File: src/rtl/lock_detect.sv
// Phase/frequency lock detector: pairs fb/vco rising edges, reports phase error per hit,
// and tracks lock with hit/miss hysteresis plus a no-signal watchdog on fb.
module lock_detect #(
   parameter int unsigned WINDOW        = 16,
   parameter int unsigned LOCK_HITS     = 64,
   parameter int unsigned UNLOCK_MISSES = 4,
   parameter int unsigned NOSIG_CYCLES  = 2000
) (
   input  logic       clk_50,
   input  logic       rst_n,
   input  logic       fb,
   input  logic       vco,
   output logic       locked,
   output logic       nosig,
   output logic [7:0] phase_err,
   output logic       err_valid
);

   localparam logic [7:0]  WIN_C = 8'(WINDOW);
   localparam logic [7:0]  LH_C  = 8'(LOCK_HITS);
   localparam logic [3:0]  UM_C  = 4'(UNLOCK_MISSES);
   localparam logic [15:0] NS_C  = 16'(NOSIG_CYCLES);

   typedef enum logic [1:0] {P_IDLE = 2'd0, P_WAIT_VCO = 2'd1, P_WAIT_FB = 2'd2} pair_t;
   typedef enum logic [1:0] {L_UNLOCKED = 2'd0, L_ACQUIRING = 2'd1, L_LOCKED = 2'd2} lock_t;

   pair_t       pair_q, pair_d;
   lock_t       lock_q, lock_d;
   logic [7:0]  pcnt_q, pcnt_d;
   logic [7:0]  hcnt_q, hcnt_d;
   logic [3:0]  mcnt_q, mcnt_d;
   logic [15:0] nscnt_q, nscnt_d;
   logic        fb_q, vco_q;
   logic        locked_q, nosig_q, err_valid_q;
   logic [7:0]  phase_err_q, phase_d;
   logic        fb_rise_s, vco_rise_s, hit_s, miss_s;
   logic [7:0]  hinc_s;
   logic [3:0]  minc_s;

   assign fb_rise_s  = fb & ~fb_q;
   assign vco_rise_s = vco & ~vco_q;
   assign hinc_s     = (hcnt_q == 8'hFF) ? hcnt_q : (hcnt_q + 8'd1);
   assign minc_s     = (mcnt_q == 4'hF) ? mcnt_q : (mcnt_q + 4'd1);

   // Edge pairing: a repeated edge on the waiting side is a miss and restarts the pair
   always_comb begin
      pair_d  = pair_q;
      pcnt_d  = pcnt_q;
      hit_s   = 1'b0;
      miss_s  = 1'b0;
      phase_d = phase_err_q;
      if (nosig_q) begin
         pair_d = P_IDLE;
         pcnt_d = 8'd0;
      end else begin
         case (pair_q)
            P_IDLE: begin
               if (fb_rise_s && vco_rise_s) begin
                  hit_s   = 1'b1;
                  phase_d = 8'd0;
               end else if (fb_rise_s) begin
                  pair_d = P_WAIT_VCO;
                  pcnt_d = 8'd1;
               end else if (vco_rise_s) begin
                  pair_d = P_WAIT_FB;
                  pcnt_d = 8'd1;
               end else begin
                  pcnt_d = 8'd0;
               end
            end
            P_WAIT_VCO: begin
               if (fb_rise_s) begin
                  miss_s = 1'b1;
                  pcnt_d = 8'd1;
               end else if (vco_rise_s) begin
                  hit_s   = 1'b1;
                  phase_d = pcnt_q;
                  pair_d  = P_IDLE;
                  pcnt_d  = 8'd0;
               end else if (pcnt_q >= WIN_C) begin
                  miss_s = 1'b1;
                  pair_d = P_IDLE;
                  pcnt_d = 8'd0;
               end else begin
                  pcnt_d = pcnt_q + 8'd1;
               end
            end
            P_WAIT_FB: begin
               if (vco_rise_s) begin
                  miss_s = 1'b1;
                  pcnt_d = 8'd1;
               end else if (fb_rise_s) begin
                  hit_s   = 1'b1;
                  phase_d = 8'd0 - pcnt_q;
                  pair_d  = P_IDLE;
                  pcnt_d  = 8'd0;
               end else if (pcnt_q >= WIN_C) begin
                  miss_s = 1'b1;
                  pair_d = P_IDLE;
                  pcnt_d = 8'd0;
               end else begin
                  pcnt_d = pcnt_q + 8'd1;
               end
            end
            default: begin
               pair_d = P_IDLE;
               pcnt_d = 8'd0;
            end
         endcase
      end
   end

   // Lock hysteresis; a lost fb signal forces everything back to unlocked
   always_comb begin
      lock_d = lock_q;
      hcnt_d = hcnt_q;
      mcnt_d = mcnt_q;
      if (nosig_q) begin
         lock_d = L_UNLOCKED;
         hcnt_d = 8'd0;
         mcnt_d = 4'd0;
      end else begin
         case (lock_q)
            L_UNLOCKED: begin
               if (hit_s) begin
                  hcnt_d = 8'd1;
                  mcnt_d = 4'd0;
                  lock_d = (LH_C <= 8'd1) ? L_LOCKED : L_ACQUIRING;
               end else begin
                  hcnt_d = 8'd0;
               end
            end
            L_ACQUIRING: begin
               if (hit_s) begin
                  hcnt_d = hinc_s;
                  if (hinc_s >= LH_C) begin
                     lock_d = L_LOCKED;
                     mcnt_d = 4'd0;
                  end else begin
                     lock_d = L_ACQUIRING;
                  end
               end else if (miss_s) begin
                  lock_d = L_UNLOCKED;
                  hcnt_d = 8'd0;
               end else begin
                  lock_d = L_ACQUIRING;
               end
            end
            L_LOCKED: begin
               if (hit_s) begin
                  mcnt_d = 4'd0;
               end else if (miss_s) begin
                  if (minc_s >= UM_C) begin
                     lock_d = L_UNLOCKED;
                     hcnt_d = 8'd0;
                     mcnt_d = 4'd0;
                  end else begin
                     mcnt_d = minc_s;
                  end
               end else begin
                  mcnt_d = mcnt_q;
               end
            end
            default: begin
               lock_d = L_UNLOCKED;
               hcnt_d = 8'd0;
               mcnt_d = 4'd0;
            end
         endcase
      end
   end

   // No-signal watchdog: saturating count of cycles since the last fb edge
   always_comb begin
      if (fb_rise_s) begin
         nscnt_d = 16'd0;
      end else if (nscnt_q < NS_C) begin
         nscnt_d = nscnt_q + 16'd1;
      end else begin
         nscnt_d = nscnt_q;
      end
   end

   // State and output registers
   always_ff @(posedge clk_50 or negedge rst_n) begin
      if (!rst_n) begin
         fb_q        <= 1'b0;
         vco_q       <= 1'b0;
         pair_q      <= P_IDLE;
         lock_q      <= L_UNLOCKED;
         pcnt_q      <= 8'd0;
         hcnt_q      <= 8'd0;
         mcnt_q      <= 4'd0;
         nscnt_q     <= 16'd0;
         locked_q    <= 1'b0;
         nosig_q     <= 1'b0;
         err_valid_q <= 1'b0;
         phase_err_q <= 8'd0;
      end else begin
         fb_q        <= fb;
         vco_q       <= vco;
         pair_q      <= pair_d;
         lock_q      <= lock_d;
         pcnt_q      <= pcnt_d;
         hcnt_q      <= hcnt_d;
         mcnt_q      <= mcnt_d;
         nscnt_q     <= nscnt_d;
         locked_q    <= (lock_d == L_LOCKED);
         nosig_q     <= (nscnt_d == NS_C);
         err_valid_q <= hit_s;
         phase_err_q <= phase_d;
      end
   end

   assign locked    = locked_q;
   assign nosig     = nosig_q;
   assign err_valid = err_valid_q;
   assign phase_err = phase_err_q;

endmodule

File: config.mk
export PLATFORM = sky130hd
export DESIGN_NAME = lock_detect
export DESIGN_NICKNAME = d
export VERILOG_FILES = /design/src/rtl/lock_detect.sv
export SDC_FILE = /design/constraint.sdc
export NUM_CORES = 1
export LEC_CHECK = 0
export BUFFER_PORTS_ARGS = -buffer_cell sky130_fd_sc_hd__buf_4
export CAP_MARGIN = 40
export CORE_MARGIN = 2
export CORE_UTILIZATION = 30
export CTS_BUF_LIST = sky130_fd_sc_hd__clkbuf_8
export DETAILED_ROUTE_END_ITERATION = 7
export SLEW_MARGIN = 0
export SYNTH_ARGS = -nofsm -noshare
export SYNTH_HDL_FRONTEND = slang
export SYNTH_SLANG_ARGS = --single-unit
File: constraint.sdc
create_clock -name clk_50 -period 2.9 [get_ports clk_50]
set_input_delay 0.29 -clock clk_50 [delete_from_list [all_inputs] [get_ports clk_50]]
set_output_delay 0.29 -clock clk_50 [all_outputs]
set_load 0.05 [all_outputs]
# Yosys cells after proc, flatten, opt, wreduce, memory -nomap -nowiden
# Index checks and enable logic that the tools add are counted.
[word_totals]
register_bits = 53
inputBits = 4
output_inout_bits = 11
elab_cells = 128
[classes]
addsub = 5
order_cmp = 4
n_eq_ne = 25
n_mux = 69
n_bitwise = 5
reduce_logical = 8
[ops]
columns = ["op", "n"]
rows = [
  ["two-way mux 8 bit", 19],
  ["case mux 8 bit (3 select lines)", 3],
  ["two-way mux 16 bit", 2],
  ["two-way mux 2 bit", 16],
  ["two-way mux 4 bit", 8],
  ["inequality test 3 bit, second input constant", 9],
  ["adder 16 x 1 -> 16 bit, second input constant", 1],
  ["adder 8 x 1 -> 8 bit, second input constant", 2],
  ["equality test 16 x 11 -> 1 bit, second input constant", 1],
  ["less-than comparator 16 x 11 -> 1 bit, second input constant", 1],
  ["two-way mux 1 bit", 16],
  ["inequality test 4 bit, second input constant", 3],
  ["case mux 2 bit (3 select lines)", 2],
  ["case mux 4 bit (3 select lines)", 1],
  ["AND reduction 4 bit", 3],
  ["inequality test 2 bit, second input constant", 5],
  ["equality test 8 bit, second input constant", 1],
  ["greater-or-equal comparator 8 x 5 -> 1 bit, second input constant", 1],
  ["greater-or-equal comparator 8 x 7 -> 1 bit, second input constant", 1],
  ["subtractor 1 x 8 -> 8 bit, first input constant", 1],
  ["AND reduction 7 bit", 1],
  ["equality test 2 bit, second input constant", 3],
  ["adder 4 x 1 -> 4 bit, second input constant", 1],
  ["equality test 2 x 1 -> 1 bit, second input constant", 2],
  ["other kinds (9)", 13],
]

# Longest topological paths before layout
[depth]
word_depth = 11
depth_mapped = 9
mapped_depth_nobuf = 7

# Least setup slack after synthesis
# No wires, ideal clock.
[synth_timing]
path_kind = "reg-to-reg"
start = "register nscnt_q[12]"
end = "register nosig_q (netlist: nosig)"
setup_ns = 0.111
arrival_time_ns = 2.491
t_required_ns = 2.789
setup_slack_ns = 0.298
stages_incl_launch_ff = 7
path_buffers = 0
period_less_slack_ns = 2.602
cell_sequence = "dfrtp_1 -> or4_4 -> nor4b_4 -> nand4b_1 -> a311o_1 -> or4b_1 -> a2111oi_2"
[synth_via]
elab_chain_len = 4
elab_cells_between_ends = 5
classes_between = "add/sub (1); order compare (1); eq/ne (1); mux (2)"
[synth_lines]
columns = ["item", "line_no", "text"]
rows = [
  ["from (decl)", "32", "logic [15:0] nscnt_q, nscnt_d;"],
  ["from (signal assigned)", "207", "nscnt_q <= nscnt_d;"],
  ["adder 16 x 1 -> 16 bit or less-than comparator 16 x 11 -> 1 bit (tied branches)", "178, 177", ""],
  ["two-way mux 16 bit *", "177", "end else if (nscnt_q < NS_C) begin"],
  ["two-way mux 16 bit *", "175", "if (fb_rise_s) begin"],
  ["equality test 16 x 11 -> 1 bit *", "209", "nosig_q <= (nscnt_d == NS_C);"],
  ["to (signal assigned)", "209", ""],
  ["to (decl)", "34", "logic locked_q, nosig_q, err_valid_q;"],
]
# Every way passes the cells marked *; elsewhere a longest branch is shown, timed or not.
# A chain may end at the register's enable or synchronous reset.

# Worst setup path in the final report
# Same ends and word-level chain as after synthesis.

==> metrics.txt <==
status=finished clean; Netlist Area Pre-Place=approximately 3100 sq um; CTS resizes=0; syn nets=340; die extent in y=105 microns; CTS tree=done; Clk pwr share=0.176; fin crit period=between 2 and 3 ns; initial antenna violation count=0; Internal=1380 uW; core area=slightly below 10000 sq um; ys flop type=dfrtp_1; Crit path arrival time=2.92 ns; Initial Util=0.311; reg2reg setup slack=0.17 ns; peak supply drop=0.267 mV; number of global-route vias before repair=2419; Yosys warning count=0; share of cells above drive strength 1=0.114; dpl ws=0.131 ns; H-tree depth=2; Critical Path Fanout Max=4; Max Freq=about 0.37 GHz; via count=between 2000 and 2500; max cap viols=0; post-route DRC violation count=0; Crit. End Element=register; placed inst area=3330 sq um; post-layout util=0.347; row cnt=36; Max Slew Vio Count=0; IO Pins=15; Layout area overhead=11.5%; pin count of the biggest net entering global routing=54; Setup Crit Path Kind=register to register; Design Power=roughly 2300 uW; diode count=0; Min-Delay Path Class=primary input to asynchronous set/reset pin; final instance area=3410 sq um; Flop pwr share=0.410; clock sinks=53; drt first-iter violations=between 60 and 70; Final setup viols=0; RSZ-0062 raised after global routing=false; #FFs+latches synth=53; Overflow after GRT=0; Detail Placement HPWL=4380 microns; die area=about 11000 sq um; NetSw=just under 900 uW; Final Hold Vio Count=0; PwrDens=roughly 670 nW/um^2; period utilization=0.941; Mapped Avg Cell Area=roughly 9.3 sq um; sequential share of the synthesized area=0.434; gpl congestion=between 0.8 and 0.9; Netlist cell types=58; EDFF count, synth=0; Setup WS post-layout=~0.17 ns; Worst-Margin Slew=about 0.71 ns; global-route wire length before repair=about 11000 microns; Worst-Skew Late Latency=roughly 0.3 ns; port bufs=14; # Post-CTS Setup Buffers=0; TNS Setup=0 ns; post-route ant nets=0; Rel. slew slack=0.521; CTS root buf=clkbuf_8; First-pass DRT Iterations=4; Setup crit start kind=register; clk_skew=~0.010 ns; Comb power frac=0.414; Async S/R FF share, synth=1.00; final wirelength=~6300 microns; CTS buffer count=5; Routed wire per std cell=between 10 and 15 microns; Final nets=355; leakage=about 0.0015 uW; Worst-path clk slew=about 0.10 ns; GRT Total Usage=0.119; Net Sw Frac=0.393; CP required=roughly 3.1 ns; commonest non-fill, non-tap cell in the layout=dfrtp_1; Die X-Extent=about 100 microns; maximum root-to-sink buffer count=2; DR vias/cell=~5.0; commonest cells after routing, fill and taps aside=dfrtp_1 (53), nor2_1 (29), nand2_1 (29); Post-Syn Instances=around 330; CTS Hold Bufs=0
-- per-stage QoR --
stage / hold WS, ns / cells
2_1_floorplan: -0.00559 / 327
3_3_place_gp: 0.381 / 468
3_5_place_dp: 0.388 / 468
4_1_cts: 0.0524 / 476
5_1_grt: 0.0745 / 476
6_report: 0.0220 / 476
-- metal layers --
layer / track usage / part of all wire
met1: 0.157 / 0.48
met2: 0.202 / 0.49
met3: 0.0231 / 0.025
met4: 0.0257 / 0.0070
met5: 0 / 0
-- registers in the layout, indices dropped and copies added (netlist names), 2 cells and up --
name,flops
hcnt_q,8
mcnt_q,4
pcnt_q,8
pair_q,2
phase_err,8
nscnt_q,16
lock_q,2
-- final cells by class --
| type | instances | area (sq um) |
|---|---|---|
| Tap cell | 133 | 166 |
| Timing Repair Buffer | 22 | 165 |
| Clock buffer | 5 | 68.8 |
| Clock inverter | 3 | 11.3 |
| Multi-Input combinational cell | 249 | 1630 |
| Inverter | 11 | 41.3 |
| Sequential cell | 53 | 1330 |
| Fill cell | 1053 | 6410 |
-- kinds of logic (layout without fill, tap and decap cells) --
kind of cell	after synthesis	after routing	share of synthesized area
AOI/OAI and AO/OA	76	76	0.168
adders and majority gates	9	9	0.0369
buffers and inverters	25	41	0.0332
and+or+nand+nor	139	139	0.248
DFF	53	53	0.434
muxes	16	16	0.0545
xor gates and xnor gates	9	9	0.0258
-- power groups by stage --
stage	registers, uW	clock network (uW)	logic (uW)
floorplan	994	0	650
global placement	943	0	931
detailed placement	945	0	939
CTS	931	416	942
global route	951	443	1050
finish	932	400	940
-- synth_stat cells (all sizes together), types with 2 or more instances --
master  number  area share
or3          6       0.013
buf          2      0.0049
o211ai       3      0.0074
o21ai       18       0.029
nand2       29       0.036
nand2b       7       0.014
nor2        29       0.036
nand4b       3      0.0086
o22ai        2      0.0041
dfrtp       53        0.43
o31ai        5       0.012
or4          5       0.014
nand3        8       0.013
nor3         9       0.015
ha           9       0.037
inv         11       0.014
and2        12       0.025
xor2         4       0.011
o31a         2      0.0057
mux2i       11       0.036
xnor2        5       0.014
and3        11       0.023
a22oi        5       0.012
nor2b        8       0.016
a31oi        4      0.0082
clkbuf      12       0.015
a21oi       19       0.031
mux2         5       0.018
nand3b       2      0.0049
nor3b        4      0.0098
a22o         2      0.0057
-- final timing paths --
kind                        endpoint  depth (start not counted)   startpoint
max                            nosig                          6  nscnt_q[12]
min                        pcnt_q[7]                          1        rst_n
max reg2reg                    nosig                          6  nscnt_q[12]
min reg2reg                lock_q[0]                          1    lock_q[1]
max in group asynchronous  mcnt_q[2]                          1        rst_n
min in group clk_50             fb_q                          1           fb
-- critical path, cell delays in order, from the launching register on --
cell and delay [ns]:
dfrtp_1 0.38, or4_4 0.58, nor4b_4 0.30, nand4b_1 0.14
a311o_1 0.37, or4b_1 0.49, a2111oi_2 0.35
No activity file was read; power rests on OpenSTA's default activity.
